$ cat config.mk
export PLATFORM = sky130hd
export DESIGN_NAME = roi_luma_packer
export DESIGN_NICKNAME = d
export VERILOG_FILES = /design/src/rtl/roi_luma_packer.sv
export SDC_FILE = /design/constraint.sdc
export NUM_CORES = 1
export LEC_CHECK = 0
export ABC_AREA = 1
export CORE_MARGIN = 4
export CORE_UTILIZATION = 35
export CTS_CLUSTER_DIAMETER = 120
export DETAILED_ROUTE_END_ITERATION = 8
export PLACE_DENSITY = 0.49
export REMOVE_ABC_BUFFERS = 1
export SYNTH_ARGS = -nofsm -noshare
export SYNTH_HDL_FRONTEND = slang
export SYNTH_SLANG_ARGS = --single-unit
$ cat constraint.sdc
create_clock -name iCLK_27 -period 6.75 [get_ports iCLK_27]
set_input_delay 2.025 -clock iCLK_27 [delete_from_list [all_inputs] [get_ports iCLK_27]]
set_output_delay 2.025 -clock iCLK_27 [all_outputs]
set_load 0.01 [all_outputs]
$ cat src/rtl/roi_luma_packer.sv
// ROI luma packer: crops a window from ITU-656 decoded fields, packs 4 luma bytes per word, buffers in a show-ahead FIFO.
// Optional build macro ROI_LUMA_SUM_EN adds a per-field luma accumulator output (oLuma_Sum / oSum_Valid).
module roi_luma_packer #(
   parameter int X_START   = 0,
   parameter int X_END     = 719,
   parameter int Y_START   = 1,
   parameter int Y_END     = 288,
   parameter int FIELD_SEL = 2,
   parameter int FIFO_AW   = 4
) (
   input  logic        iCLK_27,
   input  logic        iRST_N,
   input  logic        iEnable,
   input  logic [15:0] iYCbCr,
   input  logic        iDVAL,
   input  logic [9:0]  iTV_X,
   input  logic [9:0]  iTV_Y,
   input  logic        iField,
   output logic [31:0] oData,
   output logic        oSOF,
   output logic        oEOF,
   output logic        oValid,
   input  logic        iReady,
   output logic        oOverflow,
   output logic        oShort,
   output logic        oBusy
`ifdef ROI_LUMA_SUM_EN
   ,
   output logic [31:0] oLuma_Sum,
   output logic        oSum_Valid
`endif
);

   localparam int DEPTH = 1 << FIFO_AW;
   localparam logic [10:0] X_LO   = 11'(X_START);
   localparam logic [10:0] Y_LO   = 11'(Y_START);
   localparam logic [9:0]  X_SPAN = 10'(X_END - X_START);
   localparam logic [9:0]  Y_SPAN = 10'(Y_END - Y_START);

   typedef enum logic [1:0] {S_IDLE, S_WAIT_ROI, S_ACTIVE, S_FLUSH} state_t;

   state_t            state_q, state_d;
   logic              field_q;
   logic [1:0]        idx_q, idx_d;
   logic [3:0][7:0]   bytes_q, bytes_d;
   logic              first_q, first_d;
   logic              done_q, done_d;
   logic              wr_pend_q, wr_pend_d;
   logic [33:0]       wr_word_q, wr_word_d;
   logic              ovf_q, ovf_d;
   logic              short_q, short_d;
   logic [FIFO_AW:0]  wr_ptr_q, rd_ptr_q;
   logic [33:0]       mem_q [DEPTH];

   logic              boundary, field_match, arm, cap, flush_wr, is_eof, start_px;
   logic              in_x, in_y;
   logic [10:0]       x_off, y_off;
   logic [7:0]        luma;
   logic              fifo_wr, fifo_rd, fifo_full, fifo_empty, wr_ok, drop;
   logic [33:0]       fifo_wdata, rd_word;
   logic              unused_chroma;

   assign unused_chroma = ^iYCbCr[7:0];
   assign luma        = iYCbCr[15:8];
   assign boundary    = (iField != field_q);
   assign field_match = (FIELD_SEL == 2) || (iField == 1'(FIELD_SEL));

   // Offset-and-borrow range test keeps the compare valid when the window starts at 0.
   assign x_off    = {1'b0, iTV_X} - X_LO;
   assign y_off    = {1'b0, iTV_Y} - Y_LO;
   assign in_x     = !x_off[10] && (x_off[9:0] <= X_SPAN);
   assign in_y     = !y_off[10] && (y_off[9:0] <= Y_SPAN);
   assign start_px = iDVAL && (iTV_X == 10'(X_START)) && (iTV_Y == 10'(Y_START));
   assign is_eof   = (iTV_X == 10'(X_END)) && (iTV_Y == 10'(Y_END));

   assign fifo_empty = (wr_ptr_q == rd_ptr_q);
   assign fifo_full  = (wr_ptr_q[FIFO_AW] != rd_ptr_q[FIFO_AW]) &&
                       (wr_ptr_q[FIFO_AW-1:0] == rd_ptr_q[FIFO_AW-1:0]);
   assign fifo_rd    = !fifo_empty && iReady;

`ifdef ROI_LUMA_SUM_EN
   logic [31:0] acc_q, acc_d;
   logic [31:0] sum_q;
   logic        sum_vld_q;
`endif

   always_comb begin
      state_d   = state_q;
      idx_d     = idx_q;
      bytes_d   = bytes_q;
      first_d   = first_q;
      done_d    = done_q;
      wr_pend_d = 1'b0;
      wr_word_d = wr_word_q;
      short_d   = short_q;
      arm       = 1'b0;
      cap       = 1'b0;
      flush_wr  = 1'b0;
`ifdef ROI_LUMA_SUM_EN
      acc_d     = acc_q;
`endif

      case (state_q)
         S_IDLE: begin
            if (boundary && iEnable && field_match) begin
               arm     = 1'b1;
               state_d = S_WAIT_ROI;
            end
         end
         S_WAIT_ROI: begin
            // done_q: previous field finished cleanly, so this boundary re-arms rather than flushes.
            if (boundary) begin
               if (done_q) begin
                  if (iEnable && field_match) arm = 1'b1;
                  else                        state_d = S_IDLE;
               end else begin
                  state_d = S_FLUSH;
                  short_d = 1'b1;
               end
            end else if (!done_q && start_px) begin
               cap     = 1'b1;
               state_d = S_ACTIVE;
            end
         end
         S_ACTIVE: begin
            if (boundary) begin
               state_d = S_FLUSH;
               short_d = 1'b1;
            end else if (iDVAL && in_x && in_y) begin
               cap = 1'b1;
            end
         end
         S_FLUSH: begin
            if (!fifo_full) begin
               flush_wr = 1'b1;
               state_d  = S_IDLE;
            end
         end
         default: state_d = S_IDLE;
      endcase

      if (cap) begin
         bytes_d[idx_q] = luma;
         idx_d          = idx_q + 2'd1;
`ifdef ROI_LUMA_SUM_EN
         acc_d          = acc_q + 32'(luma);
`endif
         if (idx_q == 2'd3) begin
            wr_pend_d = 1'b1;
            wr_word_d = {first_q, is_eof, luma, bytes_q[2], bytes_q[1], bytes_q[0]};
            first_d   = 1'b0;
            bytes_d   = '0;
            if (is_eof) begin
               if (iEnable) begin
                  state_d = S_WAIT_ROI;
                  done_d  = 1'b1;
               end else begin
                  state_d = S_IDLE;
               end
            end
         end
      end

      if (arm) begin
         idx_d   = 2'd0;
         bytes_d = '0;
         first_d = 1'b1;
         done_d  = 1'b0;
         short_d = 1'b0;
`ifdef ROI_LUMA_SUM_EN
         acc_d   = '0;
`endif
      end
   end

   assign fifo_wr    = wr_pend_q || flush_wr;
   assign fifo_wdata = wr_pend_q ? wr_word_q : {first_q, 1'b1, bytes_q};
   assign wr_ok      = fifo_wr && (!fifo_full || fifo_rd);
   assign drop       = fifo_wr && fifo_full && !fifo_rd;

   always_comb begin
      ovf_d = arm ? 1'b0 : ovf_q;
      if (drop) ovf_d = 1'b1;
   end

   always_ff @(posedge iCLK_27 or negedge iRST_N) begin
      if (!iRST_N) begin
         state_q   <= S_IDLE;
         field_q   <= 1'b0;
         idx_q     <= 2'd0;
         bytes_q   <= '0;
         first_q   <= 1'b0;
         done_q    <= 1'b0;
         wr_pend_q <= 1'b0;
         wr_word_q <= '0;
         ovf_q     <= 1'b0;
         short_q   <= 1'b0;
         wr_ptr_q  <= '0;
         rd_ptr_q  <= '0;
      end else begin
         state_q   <= state_d;
         field_q   <= iField;
         idx_q     <= idx_d;
         bytes_q   <= bytes_d;
         first_q   <= first_d;
         done_q    <= done_d;
         wr_pend_q <= wr_pend_d;
         wr_word_q <= wr_word_d;
         ovf_q     <= ovf_d;
         short_q   <= short_d;
         if (wr_ok)   wr_ptr_q <= wr_ptr_q + 1'b1;
         if (fifo_rd) rd_ptr_q <= rd_ptr_q + 1'b1;
      end
   end

   always_ff @(posedge iCLK_27) begin
      if (wr_ok) mem_q[wr_ptr_q[FIFO_AW-1:0]] <= fifo_wdata;
   end

   // Head entry is only overwritten after it is popped, so outputs hold while stalled.
   assign rd_word   = mem_q[rd_ptr_q[FIFO_AW-1:0]];
   assign oValid    = !fifo_empty;
   assign oData     = fifo_empty ? 32'd0 : rd_word[31:0];
   assign oEOF      = !fifo_empty && rd_word[32];
   assign oSOF      = !fifo_empty && rd_word[33];
   assign oOverflow = ovf_q;
   assign oShort    = short_q;
   assign oBusy     = (state_q != S_IDLE);

`ifdef ROI_LUMA_SUM_EN
   always_ff @(posedge iCLK_27 or negedge iRST_N) begin
      if (!iRST_N) begin
         acc_q     <= '0;
         sum_q     <= '0;
         sum_vld_q <= 1'b0;
      end else begin
         acc_q     <= acc_d;
         sum_vld_q <= 1'b0;
         if (fifo_wr && fifo_wdata[32]) begin
            sum_q     <= acc_q;
            sum_vld_q <= 1'b1;
         end
      end
   end

   assign oLuma_Sum  = sum_q;
   assign oSum_Valid = sum_vld_q;
`endif

endmodule

==> summary.md, run 1 <==
| Metric | Value |
|---|---|
| Outcome | finished, final reports clean |
| Busiest layer in global routing | met2 |
| Final Skew | roughly 0.023 ns |
| Top post-synthesis cells by area | edfxtp_1 (64%), dfrtp_1 (8.5%), o21ai_0 (6.6%) |
| Synth Area in Compound Gates | about an eighth |
| Post-Syn Area per Cell | approximately 12 um^2 |
| Nature of the critical path endpoint | output pin |
| R2r startpoint | rd_ptr_q[0] |
| Measured slew at the worst slew-check pin | about 1.2 ns |
| Post-DR wirelength/cell | approximately 22 um |
| CP max FO | between 100 and 150 |
| Fmax | between 150 and 200 MHz |
| Library cells used by synthesis | 39 |
| Die width | 278 um |
| Synth Area in Adders | 0.639% |
| Crit-path max cell delay | 0.70 ns |
| Global-route wire length before repair | about 100000 um |
| Post-synthesis simple-gate area fraction | about a tenth |
| Setup Crit Path Kind | reg -> out |
| Mux share of post-synthesis cell area | 0% |
| Vias in the first global route | between 15000 and 20000 |
| Startpoint type of the worst setup path | flop |
| CP startpoint | rd_ptr_q[0] |
| Global route overflow | 0 |
| H-Tree Depth | 3 |
| Port bufs | 71 |
| Min-Delay Path Class | reg -> reg |
| CP Cell Sequence | inv_8 > buf_4 > nor2_1 > o22ai_1 > nand2_1 > a31oi_1 > clkdlybuf4s50_1 |
| P&R area growth vs syn | 16.0% |
| Nets | approximately 2200 |
| CTS tree | yes |
| Routed vias/inst | 5.21 |
| Post-synth top area share | between 60 and 70% |
| Post-Syn Area | between 20000 and 30000 um^2 |
| Hold Violations, Final | 0 |
| CP Buf/Inv Count | 3 |
| Post-route DRC | 0 |
| Starting Density | 35.4% |
| FF-to-FF setup slack | approximately 3.2 ns |
| Root buffer cell | clkbuf_16 |
| Final setup violation count | 0 |
| Pin count of the biggest net entering global routing | approximately 140 |
| Final hold slack | ~0.5 ns |
| Num CTS Buffers | just under 70 |
| Post-synth EDFFs | roughly 540 |
| RSZ-0062 raised after global routing | no |
| DR iter-0 viols | ~1300 |
| Pleak | ~10 nW |
| Register area share after synthesis | between 70% and 80% |
| # Post-CTS Setup Buffers | 0 |
| Gr usage total | approximately 18% |
| DR pass1 iterations | 5 |
| Layout cells sized above 1 | a little under a tenth |
| Core Area | 71900 um^2 |
| Yosys warning count | 0 |
| Worst EP required | between 4 and 5 ns |
| Cell family with the largest share of critical-path delay | buffers and inverters |
| Clk buf depth | 3 |
| Worst EP arrival | about 3.9 ns |
| Register-to-Register Path Depth | 10 |
| Initial antenna violation count | 3 |
| Max_slew headroom | 19.8% |
| Cts hold-fix bufs | 0 |
| Sink Count | 630 |
| Yosys top cell by area | edfxtp_1 |
| GRT met2 Usage | approximately 27% |
| Clock latency on the worst-skew pair | ~0.59 ns |
| Post-CTS sizing | 0 |
| Post-Synth XOR/XNOR Area | 0.413% |
| GR Util met3 | ~2.3% |
| R2r endpoint | mem_q[4][32] |
| Reg clk slew, reported paths | around 0.060 ns |
| Critical path endpoint | oData[2] |
| Synth Instances | 2063 |
| Row count | between 90 and 100 |
| Routability cong. | just under 0.8 |
| Post-DRT Antenna Nets | 0 |
| Die Span Y | 278 um |
| Max_cap viols | 0 |
| Routed Wire Length | between 60000 and 70000 um |
| Top Ports | 80 |
| Crit path time final | 5.95 ns |
| Tcrit/Tclk final | between 80% and 90% |
| Post-DP HPWL | around 37000 um |
| Critical path depth in cells | 7 |
| Synth Register Bits | 630 |
| Power after layout | between 10 and 15 mW |
| Post-synth ARST share | 13.7% |
| Via count | 16400 |
| Final slew viol count | 0 |
| Most used DFF post-synth | edfxtp_1 |
| Pwr dens | around 430 nW/um^2 |
| Largest family of logic cells by synthesized area | compound AO/OA/AOI/OAI gates |
| Die area | just under 80000 um^2 |
| M1 GR Usage | 25.9% |
| VDD IR max | 0.279 mV |
| CP max-delay cell | dfrtp_4 |
[power by group]
part	internal [mW]	switching, mW	total, mW
registers	4.80	0.192	4.99
clock network	2.00	1.46	3.46
logic	1.44	2.90	4.34
total	8.24	4.56	12.8
[synth_stat cells, types with 4 or more instances]
cell / n
edfxtp_1: 544
o21ai_0: 337
nor2_1: 315
nand2_1: 237
clkbuf_1: 97
dfrtp_1: 86
o22ai_1: 84
inv_1: 68
o221ai_1: 53
nand3_1: 39
a31oi_1: 34
nand4_1: 30
buf_2: 25
o211ai_1: 16
o21ai_1: 15
ha_1: 13
xor2_1: 12
nor2_2: 6
buf_4: 5
inv_2: 5
a21oi_1: 4
buf_1: 4
clkinv_1: 4
nand2_2: 4
or2_1: 4
[registers in the layout (all words and copies together) (netlist names), 2 cells and up]
signal / cells
rd_ptr_q: 5
wr_ptr_q: 5
idx_q: 2
mem_q: 544
state_q: 2
bytes_q: 32
wr_word_q: 34
[worst min-delay path by stage]
stage / startpoint / depth (start not counted) / to / slack (ns)
3_3_place_gp: bytes_q[27] / 2 / bytes_q[27] / 0.47
4_1_cts: bytes_q[24] / 2 / bytes_q[24] / 0.49
6_report: bytes_q[24] / 2 / bytes_q[24] / 0.49
3_5_place_dp: bytes_q[24] / 2 / bytes_q[24] / 0.48
2_1_floorplan: bytes_q[24] / 2 / bytes_q[24] / 0.46
5_1_grt: bytes_q[25] / 2 / bytes_q[25] / 0.51
[logic make-up (layout without fill, tap and decap cells)]
group,Yosys count,count (layout)
AND/OR/NAND/NOR,649,649
flip-flops,630,630
AO/OA/AOI/OAI,548,548
buffers and inverters,211,339
adder cells (fa/ha/maj),13,13
XOR/XNOR,12,12
other,0,2
[metal layers]
metal / vias up / part of all wire [%]
li1: 7674 / -
met1: 8158 / 47
met2: 444 / 45
met3: 101 / 5.1
met4: 0 / 2.2
met5: - / 0
[cells in the final DEF, fill, tap and decap left out, types with 3 or more instances in the layout]
cell type / instances
inv_2: 6
nand4_1: 30
a31oi_1: 34
nand2_2: 4
o22ai_1: 84
a21boi_0: 3
nand3_1: 39
nand2_1: 237
nor2_2: 6
nand2_8: 3
o221ai_1: 53
clkdlybuf4s50_1: 70
dfrtp_1: 83
edfxtp_1: 544
inv_1: 67
clkbuf_1: 23
xor2_1: 12
nor2_4: 19
clkbuf_16: 72
or2_1: 4
o21ai_1: 17
buf_4: 72
a21oi_1: 4
o21ai_0: 335
ha_1: 13
clkinv_2: 6
clkinv_1: 14
o211ai_1: 16
nor2_1: 298
[tightest hold or removal path: cells and delay by family (launching register included)]
kind | cells | cell delay (ns)
flip-flops | 1 | 0.32
AND/OR/NAND/NOR | 1 | 0.09
buffers and inverters | 1 | 0.05
[stage by stage]
stage / instances / utilization [%] / setup TNS, ns / worst slack [ns] / instance area [um^2]
2_1_floorplan: 1929 / - / -120.61 / -3.52 / 24900
3_3_place_gp: 3022 / 38.3 / 0 / 1.45 / 27500
3_5_place_dp: 3022 / 38.3 / 0 / 1.44 / 27500
4_1_cts: 3141 / 41.1 / 0 / 0.781 / 29500
5_1_grt: 3141 / 41.1 / 0 / 0.639 / 29500
6_report: 3143 / 41.1 / 0 / 0.800 / 29500
[area by class of cell]
| class | instances | area [um^2] |
|---|---|---|
| Clock inverter | 23 | 139 |
| Inverter | 77 | 299 |
| Timing Repair Buffer | 143 | 1260 |
| Clock buffer | 96 | 1900 |
| Multi-Input combinational cell | 1222 | 6250 |
| Antenna cell | 2 | 5.00 |
| Sequential cell | 630 | 18500 |
| Tap cell | 950 | 1190 |
| Fill cell | 6758 | 42300 |
Power figures use the tool's default switching activity.
==> inputs of run 2 (changes only) <==
Settings changed: CORE_MARGIN 4 to unset, SETUP_SLACK_MARGIN set to 0.4.
==> run 2 against run 1 <==
Effect of this change: clock skew grew 0.0083 ns; worst hold slack got worse by 0.0055 ns; non-clock buffer count did not move; combinational power up 0.9%; power up 2.7%; clock-buffer cell count is 3 lower; critical endpoint is now oData[28]; largest cell class unchanged; highest routed layer unchanged.
==> summary.md, run 2 (synthesis gave the netlist of run 1 again) <==
| Metric | Value |
|---|---|
| Max reg flops | between 500 and 600 |
| TNS Setup | 0 ns |
| CP startpoint | rd_ptr_q[1] |
| Die area | around 74000 um^2 |
| Clock latency on the worst-skew pair | 0.61 ns |
| Worst EP arrival | about 4.0 ns |
| DP Area | between 20000 and 30000 um^2 |
| Startpoint type of the worst setup path | flop |
| Core Area | about 72000 um^2 |
| Nets | between 2000 and 2500 |
| Final WS setup | about 0.7 ns |
| CP max FO | 53 |
| Outcome | finished, final reports clean |
| Measured slew at the worst slew-check pin | 1.13 ns |
| Max_slew headroom | ~24% |
| P&R area growth vs syn | 17.0% |
| Nature of the critical path endpoint | output pin |
| Post-DR wirelength/cell | 22.9 um |
| CTS tree | yes |
| Via count | around 17000 |
| Place WS | approximately 1.3 ns |
| Num CTS Buffers | 69 |
| Global-route wire length before repair | 107000 um |
| Final slew viol count | 0 |
| Pleak | 10.2 nW |
| Layout cells sized above 1 | a little over 10% |
| Die width | around 270 um |
| Min-delay src | wr_ptr_q[4] |
| Final Skew | ~0.031 ns |
| Global route overflow | 0 |
| Design area | ~30000 um^2 |
| Routability cong. | a little under 0.8 |
| Routed Wire Length | just over 70000 um |
| Most common cell after layout, fill and taps aside | edfxtp_1 |
| Port bufs | between 70 and 80 |
| Crit path time final | approximately 6.0 ns |
| Register-to-Register Path Depth | 11 |
| Hold Violations, Final | 0 |
| RSZ-0062 raised after global routing | no |
| Post-DRT Antenna Nets | 0 |
| Setup Crit Path Kind | reg -> out |
| VDD IR max | between 0.3 and 0.4 mV |
| Reg clk slew, reported paths | about 0.06 ns |
| Cts hold-fix bufs | 0 |
| R2r startpoint | rd_ptr_q[1] |
| Die Span Y | ~270 um |
| Post-DP HPWL | ~39000 um |
| Hold endpoint | wr_ptr_q[4] |
| Routed vias/inst | around 5.3 |
| FF-to-FF setup slack | a little under 3 ns |
| Min-Delay Path Class | reg -> reg |
| Final setup violation count | 0 |
| Root buffer cell | clkbuf_16 |
| Sink Count | 630 |
| Hold Path Cell Cnt | 1 |
| Most frequent cells in the layout | edfxtp_1 (544), o21ai_0 (333), nor2_1 (298) |
| Worst EP required | between 4 and 5 ns |
| DR pass1 iterations | 5 |
| Top Ports | 80 |
| R2r endpoint | mem_q[0][21] |
| Vias in the first global route | about 16000 |
| Clk buf depth | 3 |
| H-Tree Depth | 3 |
| # Post-CTS Setup Buffers | 0 |
| Starting Density | 35.5% |
| Gr usage total | ~20% |
| DR iter-0 viols | around 1400 |
| Max_cap viols | 0 |
| Fmax | roughly 170 MHz |
| Initial antenna violation count | 3 |
| Row count | 98 |
| Post-route DRC | 0 |
| Pin count of the biggest net entering global routing | 147 |
| Tcrit/Tclk final | between 80% and 90% |
| Post-CTS sizing | 0 |
| Pwr dens | ~440 nW/um^2 |
-- run 2: per-layer routing --
layer	up-vias	routed length (um)	global-route usage, %
li1	7693	-	-
met1	8407	33400	28.5
met2	502	33000	30.7
met3	73	4480	2.60
met4	0	1130	5.07
met5	-	0	0
-- run 2: through the flow --
stage	util (%)	instances	hold slack [ns]	power, mW
3_5_place_dp	38.4	3022	0.477	9.55
6_report	41.5	3151	0.484	13.1
3_3_place_gp	38.4	3022	0.468	9.50
2_1_floorplan	-	1929	0.457	7.45
4_1_cts	41.5	3149	0.487	13.3
5_1_grt	41.5	3149	0.507	13.8
-- run 2: area by class of cell --
class / instances / area (um^2)
Sequential cell: 630 / 18500
Inverter: 77 / 297
Tap cell: 950 / 1190
Clock buffer: 93 / 1960
Fill cell: 6674 / 41900
Multi-Input combinational cell: 1222 / 6250
Timing Repair Buffer: 143 / 1320
Antenna cell: 2 / 5.00
Clock inverter: 34 / 265
-- run 2: worst max-delay path: stages (launching register included) --
cell	delay [ns]
dfrtp_4	0.92
nand2_1	0.11
a21oi_1	0.28
and2_1	0.19
nand2_1	0.14
inv_2	0.78
a31oi_1	0.36
clkdlybuf4s50_1	0.59
-- run 2: how the worst max path moves through the flow --
stage	endpoint	slack [ns]	cells after the start
2_1_floorplan	oData[10]	-3.52	5
3_3_place_gp	oData[28]	1.30	7
3_5_place_dp	oData[28]	1.35	7
4_1_cts	oData[28]	0.69	7
5_1_grt	oEOF	0.61	8
6_report	oData[28]	0.72	7
-- run 2: power breakdown --
part	switching, mW	internal, mW	total, mW
Clock	1.54	2.16	3.70
Sequential	0.269	4.80	5.07
Combinational	2.91	1.46	4.38
Total	4.72	8.42	13.1
==> inputs of run 3 (changes only) <==
Settings changed: HOLD_SLACK_MARGIN set to 0.12, RECOVER_POWER set to 100.
==> run 3 against run 2 <==
Effect of this change: the flow now finishes with violations (max-capacitance violations, max-slew violations); power shrank 1.3%; register-to-register slack got worse by 2.1 ns; routed wire length is 0.14% lower; critical path type is now in -> reg; critical endpoint is now mem_q[12][32]; largest cell class unchanged; highest routed layer unchanged.
==> summary.md, run 3 (synthesis gave the netlist of run 1 again) <==
| Metric | Value |
|---|---|
| Post-CTS sizing | 0 |
| Post-DRT Antenna Nets | 0 |
| Measured slew at the worst slew-check pin | 3.27 ns |
| P_sw | 4.66 mW |
| Tcrit/Tclk final | 92.4% |
| Global route overflow | 0 |
| Worst EP required | approximately 7.0 ns |
| CP max FO | 21 |
| Net Sw Frac | a little over a third |
| Starting Density | a little over a third |
| Design area | between 20000 and 30000 um^2 |
| Outcome | finished with violations |
| Clock latency on the worst-skew pair | between 0.6 and 0.7 ns |
| Gate power share | roughly a third |
| Die area | about 74000 um^2 |
| # Post-CTS Setup Buffers | 0 |
| CTS tree | yes |
| Startpoint type of the worst setup path | primary input |
| H-Tree Depth | 3 |
| Nets | between 2000 and 2500 |
| Most frequent cells in the layout | edfxtp_1 (544), o21ai_0 (349), nor2_1 (315) |
| Fmax | 160 MHz |
| Hold Violations, Final | 0 |
| Row count | 98 |
| Worst EP arrival | approximately 6.5 ns |
| Final slew viol count | 590 |
| FF-to-FF setup slack | between 0.9 and 1 ns |
| Global-route wire length before repair | around 110000 um |
| Min-Delay Path Class | reg -> reg |
| Root buffer cell | clkbuf_16 |
| Post-route DRC | 0 |
| Routed Wire Length | 72000 um |
| Via count | roughly 17000 |
| Routed vias/inst | 5.29 |
| Core Area | between 70000 and 80000 um^2 |
| Post-DR wirelength/cell | 22.8 um |
| Crit path time final | 6.24 ns |
| FILL cells | approximately 6800 |
| Die Span Y | approximately 270 um |
| Pleak | a little under 10 nW |
| Failing checks | max-capacitance violations, max-slew violations |
| R2r endpoint | mem_q[12][32] |
| Reg clk slew, reported paths | 0.06 ns |
| VDD IR max | 0.363 mV |
| Max reg flops | ~540 |
| Post-DP HPWL | between 30000 and 40000 um |
| DP Area | 27600 um^2 |
| Flop pwr share | 39.2% |
| Port bufs | 71 |
| Max_cap viols | 25 |
| Top Ports | 80 |
| Cts hold-fix bufs | 0 |
| Layout cells sized above 1 | between 6 and 7% |
| Die width | around 270 um |
| Setup Crit Path Kind | in -> reg |
| Num CTS Buffers | 69 |
| Pwr dens | between 400 and 500 nW/um^2 |
| Final core occ | approximately two fifths |
| DR pass1 iterations | 5 |
| Final Skew | approximately 0.029 ns |
| Clock share of power | between 20 and 30% |
| Most common cell after layout, fill and taps aside | edfxtp_1 |
| Gr usage total | about a fifth |
| Vias in the first global route | roughly 16000 |
| Max_slew headroom | -119% |
| RSZ-0062 raised after global routing | no |
| Nature of the critical path endpoint | flop |
| Internal | between 8 and 9 mW |
| Register-to-Register Path Depth | 8 |
| Clk buf depth | 3 |
| Critical path endpoint | mem_q[12][32] |
| CP startpoint | iReady |
| Routability cong. | between 0.7 and 0.8 |
| Pin count of the biggest net entering global routing | about 150 |
| DR iter-0 viols | about 1500 |
| P&R area growth vs syn | 15.3% |
| Initial antenna violation count | 3 |
| Sink Count | 630 |
| Final setup violation count | 0 |
| R2r startpoint | wr_pend_q |
## run 3: cell types whose count changed in the layout (fill, tap and decap cells not counted), sizes merged
cell	delta
clkbuf	+55
dlygate4sd3	+25
diode	-1
clkdlybuf4s50	-25
buf	-55
## run 3: worst max-delay path, stage by stage
cell and delay (ns):
dlygate4sd3_1 0.61, or2_0 0.20, nand2_1 0.22, inv_1 0.19, nand2_1 0.14, nor2_1 2.40, clkbuf_1 0.65
## run 3: routing by layer
metal | up-vias | share of wire (%) | GRT usage (%)
li1 | 7684 | - | -
met1 | 8413 | 47 | 28.5
met2 | 480 | 46 | 30.7
met3 | 74 | 5.7 | 2.60
met4 | 0 | 1.5 | 5.07
met5 | - | 0 | 0
## run 3: worst min-delay path by stage
stage / startpoint / cells after the start / to / slack (ns)
3_3_place_gp: bytes_q[29] / 2 / bytes_q[29] / 0.47
5_1_grt: rd_ptr_q[4] / 1 / rd_ptr_q[4] / 0.51
6_report: wr_ptr_q[4] / 1 / wr_ptr_q[4] / 0.48
2_1_floorplan: bytes_q[24] / 2 / bytes_q[24] / 0.46
4_1_cts: wr_ptr_q[4] / 1 / wr_ptr_q[4] / 0.49
3_5_place_dp: bytes_q[29] / 2 / bytes_q[29] / 0.48
## run 3: power by group through the flow
stage | Sequential [mW] | Combinational, mW | Clock (mW)
5_1_grt | 5.12 | 4.61 | 3.94
2_1_floorplan | 5.21 | 2.24 | 0
4_1_cts | 5.07 | 4.42 | 3.78
6_report | 5.08 | 4.19 | 3.71
3_5_place_dp | 5.15 | 4.41 | 0
3_3_place_gp | 5.14 | 4.36 | 0
## run 3: cell type report
cell class | count | area, um^2 | area share (%)
antenna | 1 | 2.50 | 0.00852
sequential | 630 | 18500 | 63.0
timing repair buffer | 143 | 1120 | 3.82
tap | 950 | 1190 | 4.05
clock inverter | 34 | 265 | 0.903
multi-input combinational | 1222 | 6040 | 20.6
inverter | 77 | 297 | 1.01
clock buffer | 93 | 1960 | 6.68
## run 3: through the flow
step / worst slack, ns / total power, mW / TNS, ns / cells / hold WS, ns
6_report: 0.511 / 13.0 / 0 / 3150 / 0.484
3_5_place_dp: 1.35 / 9.55 / 0 / 3022 / 0.477
5_1_grt: 0.322 / 13.7 / 0 / 3149 / 0.507
2_1_floorplan: -3.52 / 7.45 / -120.61 / 1929 / 0.457
3_3_place_gp: 1.30 / 9.50 / 0 / 3022 / 0.468
4_1_cts: 0.694 / 13.3 / 0 / 3149 / 0.487
